`src/rtl/rv_pkg.sv`:
```
// Shared fetch-path constants and the fetch buffer entry type.
package rv_pkg;
  localparam int              XLEN        = 32;
  localparam logic [XLEN-1:0] RESET_PC    = '0;
  localparam int              INSTR_BYTES = 4;

  // One buffered fetch: the instruction word tagged with its PC.
  typedef struct packed {
    logic [31:0]     instr;
    logic [XLEN-1:0] pc;
  } fetch_entry_t;
endpackage

```
`src/rtl/instr_fifo.sv`:
```
// Small synchronous FIFO of fetch entries with flush; head reads 0 when empty.
module instr_fifo
  import rv_pkg::*;
#(
  parameter int DEPTH = 2
) (
  input  logic                     clk_i,
  input  logic                     rst_ni,
  input  logic                     push_i,
  input  fetch_entry_t             data_i,
  input  logic                     pop_i,
  input  logic                     flush_i,
  output fetch_entry_t             head_o,
  output logic [$clog2(DEPTH):0]   count_o
);
  localparam int AW = $clog2(DEPTH);
  localparam int CW = AW + 1;

  fetch_entry_t  mem_q [DEPTH];
  logic [AW-1:0] wr_ptr_q, rd_ptr_q;
  logic [CW-1:0] count_q;
  logic          do_push, do_pop;

  assign do_push = push_i && (count_q != CW'(DEPTH));
  assign do_pop  = pop_i && (count_q != '0);

  // Entry storage; validity is carried by the pointers and count only.
  always_ff @(posedge clk_i) begin
    if (do_push && !flush_i) mem_q[wr_ptr_q] <= data_i;
  end

  // Pointers and occupancy; flush empties the FIFO in one cycle.
  always_ff @(posedge clk_i or negedge rst_ni) begin
    if (!rst_ni) begin
      wr_ptr_q <= '0;
      rd_ptr_q <= '0;
      count_q  <= '0;
    end else if (flush_i) begin
      wr_ptr_q <= '0;
      rd_ptr_q <= '0;
      count_q  <= '0;
    end else begin
      if (do_push) wr_ptr_q <= wr_ptr_q + AW'(1);
      if (do_pop)  rd_ptr_q <= rd_ptr_q + AW'(1);
      count_q <= count_q + CW'(do_push) - CW'(do_pop);
    end
  end

  assign head_o  = (count_q != '0) ? mem_q[rd_ptr_q] : '0;
  assign count_o = count_q;
endmodule

```
`src/rtl/fetch_unit.sv`:
```
// Instruction fetch: credit-limited in-order imem requests, PC-tagged buffer,
// redirect on retiring branch with flush and drop of stale in-flight words.
// XLEN must match rv_pkg::XLEN since the buffer entry type comes from there.
module fetch_unit
  import rv_pkg::*;
#(
  parameter int              XLEN     = rv_pkg::XLEN,
  parameter logic [XLEN-1:0] RESET_PC = rv_pkg::RESET_PC,
  parameter int              DEPTH    = 2
) (
  input  logic            CLK,
  input  logic            RST,
  output logic            imem_req_valid,
  input  logic            imem_req_ready,
  output logic [XLEN-1:0] imem_addr,
  input  logic            imem_rsp_valid,
  input  logic [31:0]     imem_rsp_data,
  output logic            instr_valid,
  input  logic            instr_ready,
  output logic [31:0]     instr,
  output logic [XLEN-1:0] instr_pc,
  output logic [XLEN-1:0] instr_pc_plus4,
  input  logic            PCSrc,
  input  logic [XLEN-1:0] PCTarget
);
  localparam int              CW   = $clog2(DEPTH) + 1;
  localparam int              CW1  = CW + 1;
  localparam logic [XLEN-1:0] STEP = XLEN'(INSTR_BYTES);

  logic [XLEN-1:0] fetch_pc_q, fetch_pc_d, resp_pc_q, resp_pc_d, target;
  logic [CW-1:0]   outstanding_q, outstanding_d, drop_q, drop_d, count;
  logic [CW:0]     credit_used;
  logic            req_fire, rsp_ok, retire, redirect, push;
  fetch_entry_t    push_entry, head;

  // Requests in flight plus buffered words never exceed DEPTH, so the
  // buffer cannot overflow. Held low throughout reset.
  assign credit_used    = {1'b0, outstanding_q} + {1'b0, count};
  assign imem_req_valid = RST && (credit_used < CW1'(DEPTH));
  assign imem_addr      = fetch_pc_q;
  assign req_fire       = imem_req_valid && imem_req_ready;

  assign instr_valid = (count != '0);
  assign retire      = instr_valid && instr_ready;
  assign redirect    = retire && PCSrc;
  assign target      = {PCTarget[XLEN-1:2], 2'b00};

  // Stray responses (nothing outstanding) are ignored; words from the old
  // stream, or arriving in the redirect cycle itself, are discarded.
  assign rsp_ok     = imem_rsp_valid && (outstanding_q != '0);
  assign push       = rsp_ok && (drop_q == '0) && !redirect;
  assign push_entry = '{instr: imem_rsp_data, pc: resp_pc_q};

  // Next-state for PCs and in-flight/drop counters; redirect overrides.
  always_comb begin
    outstanding_d = outstanding_q + CW'(req_fire) - CW'(rsp_ok);
    drop_d        = drop_q;
    fetch_pc_d    = fetch_pc_q;
    resp_pc_d     = resp_pc_q;
    if (rsp_ok && (drop_q != '0)) drop_d = drop_q - CW'(1);
    if (req_fire) fetch_pc_d = fetch_pc_q + STEP;
    if (push)     resp_pc_d  = resp_pc_q + STEP;
    if (redirect) begin
      drop_d     = outstanding_d;
      fetch_pc_d = target;
      resp_pc_d  = target;
    end
  end

  // State registers.
  always_ff @(posedge CLK or negedge RST) begin
    if (!RST) begin
      fetch_pc_q    <= RESET_PC;
      resp_pc_q     <= RESET_PC;
      outstanding_q <= '0;
      drop_q        <= '0;
    end else begin
      fetch_pc_q    <= fetch_pc_d;
      resp_pc_q     <= resp_pc_d;
      outstanding_q <= outstanding_d;
      drop_q        <= drop_d;
    end
  end

  instr_fifo #(.DEPTH(DEPTH)) U0_instr_fifo (
    .clk_i   (CLK),
    .rst_ni  (RST),
    .push_i  (push),
    .data_i  (push_entry),
    .pop_i   (retire && !redirect),
    .flush_i (redirect),
    .head_o  (head),
    .count_o (count)
  );

  assign instr          = head.instr;
  assign instr_pc       = head.pc;
  assign instr_pc_plus4 = instr_valid ? (head.pc + STEP) : '0;

  // A response with nothing in flight means the memory broke protocol.
  a_rsp_tracked: assert property (@(posedge CLK) disable iff (!RST)
    imem_rsp_valid |-> (outstanding_q != '0));
endmodule

```
`config.mk`:
```
export PLATFORM = sky130hd
export DESIGN_NAME = fetch_unit
export DESIGN_NICKNAME = d
export VERILOG_FILES = /design/src/rtl/rv_pkg.sv /design/src/rtl/instr_fifo.sv /design/src/rtl/fetch_unit.sv
export SDC_FILE = /design/constraint.sdc
export NUM_CORES = 1
export LEC_CHECK = 0
export CAP_MARGIN = 20
export CORE_MARGIN = 4
export CORE_UTILIZATION = 37
export CTS_BUF_LIST = sky130_fd_sc_hd__clkbuf_16
export CTS_CLUSTER_DIAMETER = 30
export CTS_CLUSTER_SIZE = 24
export DETAILED_ROUTE_END_ITERATION = 8
export HOLD_SLACK_MARGIN = 0.12
export MAX_ROUTING_LAYER = met4
export PLACE_DENSITY = 0.59
export SLEW_MARGIN = 20
export SYNTH_ARGS = -nofsm -noshare
export SYNTH_HDL_FRONTEND = slang
export SYNTH_SLANG_ARGS = --single-unit
```
`constraint.sdc`:
```
create_clock -name CLK -period 11.7 [get_ports CLK]
set_input_delay 2.34 -clock CLK [delete_from_list [all_inputs] [get_ports CLK]]
set_output_delay 2.34 -clock CLK [all_outputs]
set_load 0.01 [all_outputs]
```
; After elaboration in Yosys (flattened, before gate mapping)
; Memories as Yosys holds them, arrays and structs flattened.
; Index checks and enable logic that the tools add are counted.
[classes]
addsub = 11
order_cmp = 1
n_reduce_logical = 22
n_mux = 15
eq_ne = 1
[ops]
columns = cell, n
row1 = $mux W32, 5
row2 = $add A32 B3 Y32 const B, 3
row3 = $mux W64, 1
row4 = $reduce_bool A2 Y1, 8
row5 = $logic_and A1 B1 Y1, 12
row6 = $mux W1, 6
row7 = $mux W2, 3
row8 = $add A2 B1 Y2, 2
row9 = $sub A2 B1 Y2, 2
row10 = $add A2 B2 Y3, 1
row11 = $lt A3 B2 Y1 const B, 1
row12 = $add A1 B1 Y1 const B, 2
row13 = $logic_not A2 Y1, 1
row14 = $ne A2 B2 Y1 const B, 1
row15 = $sub A2 B1 Y2 const B, 1
row16 = $logic_not A1 Y1, 1
[word_totals]
ramBits = 128
out_inout_bits = 130
regBits = 72
input_bits = 70
n_memories = 1
[memory_table]
columns = memory, depth, word_bits, rd, rd_ports_with_merged_regs, wr, line_no
row1 = U0_instr_fifo.mem_q, 2, 64, 1, 0, 1, instr_fifo.sv:19  ; fetch_entry_t mem_q [DEPTH];

; Depth between registers and ports, before layout
; Gate-level depths: netlist of run 1.
[depth]
ltp_word = 9
ltp_mapped = 13
ltp_nobuf = 10

; Cells and area by module
; Synthesis of run 1 repeated with hierarchy kept, for this count alone.
[hier_totals]
cells_unflattened = 881
hier_area_um2 = 9829.4
[by_module_without_submodules]
columns = mod, cells_per_inst, n_inst, area_each_um2
row1 = instr_fifo, 292, 1, 5119.9
row2 = fetch_unit, 589, 1, 4709.5

; Worst setup path before layout of run 1
; OpenSTA, ideal clock, no wires.
[synth_path]
path_kind = input-to-reg
startpoint = in PCSrc
endpoint = mem U0_instr_fifo.mem_q[0][10] (netlist bit), enable pin
cell_stages = 3
path_slack_ns = 4.172
t_arrival_ns = 6.968
required_time_ns = 11.140
cell_sequence = nand3_1 o21ai_0 nor3_1
[synth_via]
elab_chain_len = 7
[synth_lines]
columns = item, line_no
row1 = from (decl), fetch_unit.sv:23  ; input logic PCSrc,
row2 = $logic_and A1 B1 Y1 (*), fetch_unit.sv:45  ; assign redirect = retire && PCSrc;
row3 = $logic_not A1 Y1 (*), "instr_fifo.sv:29, fetch_unit.sv:51"
row4 = $logic_and A1 B1 Y1, fetch_unit.sv:51  ; assign push = rsp_ok && (drop_q == '0) && !redirect;
row5 = $logic_and A1 B1 Y1, instr_fifo.sv:24  ; assign do_push = push_i && (count_q != CW'(DEPTH));
row6 = $logic_and A1 B1 Y1 (*), instr_fifo.sv:29  ; if (do_push && !flush_i) mem_q[wr_ptr_q] <= data_i;
row7 = $mux W1 (*), instr_fifo.sv:29
row8 = $mux W1 (implied by the code) (*), instr_fifo.sv:29
row9 = to (decl), instr_fifo.sv:19
; Every way passes the cells marked *; elsewhere a longest branch is shown, timed or not.

; Worst setup path after layout of run 1
[layout_path]
startpoint = reg U0_instr_fifo.rd_ptr_q
endpoint = out instr_pc_plus4[19]
[layout_via]
elab_chain_len = 4
[layout_lines]
columns = item, line_no
row1 = from (decl), instr_fifo.sv:20  ; logic [AW-1:0] wr_ptr_q, rd_ptr_q;
row2 = from (signal assigned), instr_fifo.sv:44  ; if (do_pop) rd_ptr_q <= rd_ptr_q + AW'(1);
row3 = $mem_v2 Z2 W64, --
row4 = $mux W64, instr_fifo.sv:49  ; assign head_o = (count_q != '0) ? mem_q[rd_ptr_q] : '0;
row5 = $add A32 B3 Y32, fetch_unit.sv:98  ; assign instr_pc_plus4 = instr_valid ? (head.pc + STEP) : '0;
row6 = $mux W32, fetch_unit.sv:98
row7 = to (decl), fetch_unit.sv:22  ; output logic [XLEN-1:0] instr_pc_plus4,
; Every way passes these cells.

==> results of run 1 <==
area by class of cell:
type | instances | area, sq um | share of cell area
Sequential cell | 192 | 5430 | 0.451
Clock inverter | 15 | 123 | 0.0102
Inverter | 17 | 63.8 | 0.00530
Timing Repair Buffer | 198 | 1960 | 0.163
Tap cell | 324 | 405 | 0.0337
Multi-Input combinational cell | 553 | 3640 | 0.302
Clock buffer | 17 | 425 | 0.0353
state kept, by name, indices dropped and copies added (netlist names):
name                    flops
U0_instr_fifo.mem_q       124
outstanding_q               2
U0_instr_fifo.rd_ptr_q      1
drop_q                      2
U0_instr_fifo.count_o       2
U0_instr_fifo.wr_ptr_q      1
imem_addr                  30
resp_pc_q                  30
synth_stat cells (8+ instances only):
master	count
dfrtp_1	68
buf_2	14
xor2_1	58
a21oi_1	56
nand4_1	30
edfxtp_1	124
mux2i_1	62
o21ai_0	8
nor2_1	115
ha_1	8
nand2_1	43
and2_1	9
nand3_1	36
inv_1	16
nor3_1	29
xnor2_1	29
power breakdown:
group | leakage [nW] | internal, mW | switching [mW]
Sequential | 1.87 | 0.921 | 0.194
Clock | 0.265 | 0.279 | 0.268
Combinational | 2.10 | 0.653 | 0.694
Total | 4.24 | 1.85 | 1.16
final timing paths:
| path | cells past startpoint | from | to |
|---|---|---|---|
| max reg2reg | 8 | U0_instr_fifo.count_o[1] | U0_instr_fifo.mem_q[1][41] |
| min in group asynchronous | 2 | RST | outstanding_q[0] |
| max in group asynchronous | 2 | RST | U0_instr_fifo.rd_ptr_q |
| max | 7 | U0_instr_fifo.rd_ptr_q | instr_pc_plus4[19] |
| min reg2reg | 0 | resp_pc_q[31] | U0_instr_fifo.mem_q[1][31] |
| min | 0 | resp_pc_q[31] | U0_instr_fifo.mem_q[1][31] |
per-layer routing:
layer	part of all wire	track usage
met5	0	-
met2	0.43	0.254
met1	0.51	0.260
met4	0.0061	0.0334
met3	0.053	0.0358
kinds of logic (layout without fill, tap and decap cells):
group,after synthesis,after routing,share of synthesized area
AND/OR/NAND/NOR,303,303,0.166
flip-flops,192,192,0.582
XOR/XNOR,87,87,0.0817
AO/OA/AOI/OAI,84,84,0.0547
multiplexers,64,64,0.0689
buffers and inverters,53,247,0.0334
adder cells (fa/ha/maj),9,9,0.0129
other,1,6,0.000402
per-stage QoR:
stage                     cell area, sq um  worst slack [ns]  utilization
after global placement               11500              5.45        0.469
after CTS                            12000              4.98        0.491
after floorplan                       9350              4.17            -
after global routing                 12000              4.73        0.491
after detailed placement             11500              5.45        0.469
final                                12000              5.09        0.491
worst max-delay path: cells and delay by family (launching register included):
kind,cells,cell delay (ns)
compound gates,1,0.48
xor+xnor,1,0.17
mux,1,0.33
flops,1,0.57
buf+inv,2,1.38
simple gates,2,0.89
==> run_results.csv, run 1 <==
group,metric,value,unit
synthesis,synth-seq-area-share,0.582,
synthesis,ys_warn_count,0,
clock_tree,ctsResizeCount,0,
hold_path,hold_path_class,"register to register",
synthesis,synth_ff_type,"edfxtp_1",
setup_path,critPathMaxFanout,69,
global_routing,grt-ovfl-total,0,
synthesis,avgSynthCellArea,11.8,sq um
run,cap_violations,0,
clock_tree,cts.sink_count,192,
synthesis,syn_area,0.00933,sq mm
finish,final_common_cell,"clkdlybuf4s50_1",
finish,mostFrequentLayoutCells,"clkdlybuf4s50_1 (190), edfxtp_1 (124), nor2_1 (115)",
global_routing,antenna_found_initial,0,
finish,antenna_cells,0,
global_routing,grtUsageTotal,0.176,
setup_path,worstPathRequired,9.36,ns
die,initial_core_util,0.380,
clock_tree,hold_buffers,0,
clock_tree,cts_root_buf,"clkbuf_16",
synthesis,synth.area.top_cells,"edfxtp_1 (40%), dfrtp_1 (18%), mux2i_1 (6.7%)",
die,rows,57,
setup_path,critPathLaunchType,"register",
routing,wl,23.5,mm
setup_path,slowest_stage,"buf_4",
pwr,leakagePower,4.24,nW
clock_tree,clkLatencyLatePin,0.43,ns
global_routing,grt_pass1_wl,38.0,mm
setup_path,cp_cell_sequence,"buf_4 -> mux2i_1 -> a211oi_2 -> nand4_1 -> nor3_1 -> xor2_1 -> clkdlybuf4s50_1",
finish,nFillCells,2235,
clock_tree,cts_htree_levels,4,
synthesis,synth_edf_count,124,
setup_path,rrSetupSlack,8.02,ns
sta,rsz0062_at_grt,"false",
finish,final_cell_count_no_fill,1316,
sta,slew_violations,0,
finish,fin_nets,1058,
clock_tree,cts_setup_buffers,0,
die,dieHeight,167,um
sta,holdWs,0.499,ns
synthesis,yosys.area.top_type,"edfxtp_1",
finish,drive_gt1_frac,0.0665,
sta,fin_skew,0.0137,ns
synthesis,syn_inst,793,
pwr,ir_worst_vdd,0.000117,V
clock_tree,cts_buffers,17,
global_routing,grt_max_degree,81,
sta,min_period_over_period,0.565,
clock_tree,cts_buffer_depth,2,
die,io_pins,200,
routing,ant_nets,0,
setup_path,cp-end-kind,"output port",
synthesis,synth.top_cell.area_share,0.399,
routing,dr.pass1.iters,5,
sta,setup_viol,0,
routing,via_count,6603,
synthesis,synth_cell_type_count,50,
routing,wl_per_cell,17.9,um
placed_design,dpl.cell_count,1284,
clock_tree,cts.reportedPaths.clkPinSlew,0.07,ns
sta,timing.slew.headroom,0.301,
placed_design,gp_congestion,0.805,
sta,fin_crit,6.61,ns
finish,area_growth,29.1,%
synthesis,synth-seq-cells,192,
sta,hold_violations,0,
pwr,p_total,3.01,mW
outcome,status,"finished clean",
sta,tns,0,ns
sta,tightest_slew,1.05,ns
routing,post-route-drc-count,0,
die,dieArea,0.0278,sq mm
die,core_area,0.0245,sq mm
synthesis,async_reset_ff_frac,0.354,
pwr,power_density,250,mW/mm^2
sta,fmaxAchievable,151,MHz
routing,drt_iter0_markers,348,
clock_tree,cts_tree,"done",
die,die_w,167,um
placed_design,dp_hpwl,16.8,mm
setup_path,cp_data_arrival_time,4.27,ns
setup_path,cpPeakStageDelay,0.81,ns
setup_path,critical_path_class,"register to output port",
routing,vias_per_cell,5.02,
global_routing,first_global_vias,6712,
placed_design,port-buffer-count,191,
Power figures use the tool's default switching activity.
==> run 2: changes to the inputs <==
- clock period: 11.7 -> 6.9 ns (I/O delays scaled with it)
==> run_results.csv, run 2 (same netlist as run 1, synthesis figures left out) <==
group,metric,value,unit
sta,setup_viol,0,
hold_path,hold_depth,0,
routing,ant_nets,0,
die,initial_core_util,0.380,
sta,rsz0062_at_grt,"false",
clock_tree,cts.sink_count,192,
sta,tightest_slew,1.07,ns
routing,post-route-drc-count,0,
setup_path,cp_num_buf_inv,2,
clock_tree,cts_htree_levels,4,
finish,drive_gt1_frac,0.0675,
finish,mostFrequentLayoutCells,"clkdlybuf4s50_1 (190), edfxtp_1 (124), nor2_1 (115)",
finish,largest-register,"U0_instr_fifo.mem_q",
setup_path,worstReg2RegStart,"U0_instr_fifo.count_o[1]",
sta,slew_violations,0,
global_routing,grt-ovfl-total,0,
routing,wl_per_cell,17.7,um
global_routing,antenna_found_initial,0,
setup_path,critPathMaxFanout,32,
clock_tree,cts_buffer_depth,2,
routing,vias_per_cell,5.05,
die,dieHeight,167,um
placed_design,dpl.cell_count,1285,
sta,hold_violations,0,
placed_design,dp_hpwl,16.9,mm
hold_path,hold_path_class,"register to register",
placed_design,post-place-ws,2.07,ns
setup_path,cp_cell_sequence,"buf_4 -> mux2i_1 -> nor3_1 -> nand4_1 -> nor4_1 -> xor2_1 -> clkdlybuf4s50_1",
finish,nFillCells,2251,
finish,fin_nets,1059,
global_routing,first_global_vias,6530,
setup_path,worstPathRequired,5.52,ns
global_routing,grtUsageTotal,0.171,
setup_path,critical_path_class,"register to output port",
sta,tns,0,ns
die,rows,57,
setup_path,rrSetupSlack,3.08,ns
finish,seqCellArea,0.00543,sq mm
setup_path,slowest_stage,"dfrtp_4",
finish,final_cell_count_no_fill,1317,
setup_path,reg2regPathDepth,8,
die,die_w,167,um
setup_path,r2r_end,"U0_instr_fifo.mem_q[1][36]",
finish,antenna_cells,0,
routing,via_count,6645,
routing,wl,23.3,mm
run,cap_violations,0,
setup_path,critPathLaunchType,"register",
setup_path,cp_data_arrival_time,3.83,ns
sta,fin_crit,5.21,ns
clock_tree,ctsResizeCount,0,
sta,fin_skew,0.0117,ns
setup_path,cpPeakStageDelay,0.74,ns
clock_tree,cts.reportedPaths.clkPinSlew,0.07,ns
sta,min_period_over_period,0.755,
clock_tree,cts_buffers,17,
setup_path,cp-end-kind,"output port",
routing,dr.pass1.iters,6,
pwr,p_total,5.17,mW
pwr,power_density,427,mW/mm^2
setup_path,crit_family,"buffers and inverters",
die,io_pins,200,
sta,timing.slew.headroom,0.282,
finish,final_common_cell,"clkdlybuf4s50_1",
clock_tree,cts_tree,"done",
global_routing,grt_pass1_wl,37.0,mm
clock_tree,hold_buffers,0,
routing,drt_iter0_markers,442,
die,dieArea,0.0278,sq mm
global_routing,grt_max_degree,76,
sta,worst_slack,1.69,ns
hold_path,hp-start,"resp_pc_q[31]",
pwr,ir_worst_vdd,0.000195,V
finish,multi_input_area,0.00363,sq mm
die,core_area,0.0245,sq mm
pwr,leakagePower,4.26,nW
finish,area_growth,29.7,%
clock_tree,cts_setup_buffers,0,
finish,largest_register_ffs,124,
placed_design,port-buffer-count,191,
clock_tree,cts_root_buf,"clkbuf_16",
placed_design,gp_congestion,0.818,
clock_tree,clkLatencyLatePin,0.43,ns
hold_path,worstHoldEndpoint,"U0_instr_fifo.mem_q[0][31]",
outcome,status,"finished clean",
sta,fmaxAchievable,192,MHz
[run 2: routing by layer]
layer  up-vias  track usage  wire (um)
met3        21       0.0325       1220
met4         0       0.0374        214
met1      3160        0.258      12000
met5         -            -          0
met2       244        0.241       9950
li1       3220            -          -
[run 2: how the worst max path moves through the flow]
stage	slack [ns]	depth (start not counted)	endpoint	from
5_1_grt	1.38	7	instr_pc_plus4[28]	U0_instr_fifo.rd_ptr_q
2_1_floorplan	0.33	3	U0_instr_fifo.mem_q[0][10]	PCSrc
3_5_place_dp	2.07	7	instr_pc_plus4[28]	U0_instr_fifo.rd_ptr_q
3_3_place_gp	2.07	7	instr_pc_plus4[28]	U0_instr_fifo.rd_ptr_q
4_1_cts	1.57	7	instr_pc_plus4[28]	U0_instr_fifo.rd_ptr_q
6_report	1.69	7	instr_pc_plus4[28]	U0_instr_fifo.rd_ptr_q
[run 2: where the power goes]
part	leakage [nW]	internal [mW]	switching [mW]
Sequential	1.87	1.56	0.352
Clock	0.287	0.546	0.453
Combinational	2.10	1.10	1.15
[run 2: cell type report]
cell class                 instances  area share
tap                              324      0.0335
inverter                          17     0.00528
multi-input combinational        553       0.300
clock buffer                      17      0.0352
timing repair buffer             199       0.163
sequential                       192       0.449
clock inverter                    15      0.0142
[run 2: metrics by stage]
stage                     utilization  instance area, sq um  hold slack [ns]
final                           0.493                 12100            0.494
after global routing            0.493                 12100            0.519
after CTS                       0.493                 12100            0.497
after detailed placement        0.469                 11500            0.479
after global placement          0.469                 11500            0.471
after floorplan                     -                  9350            0.462
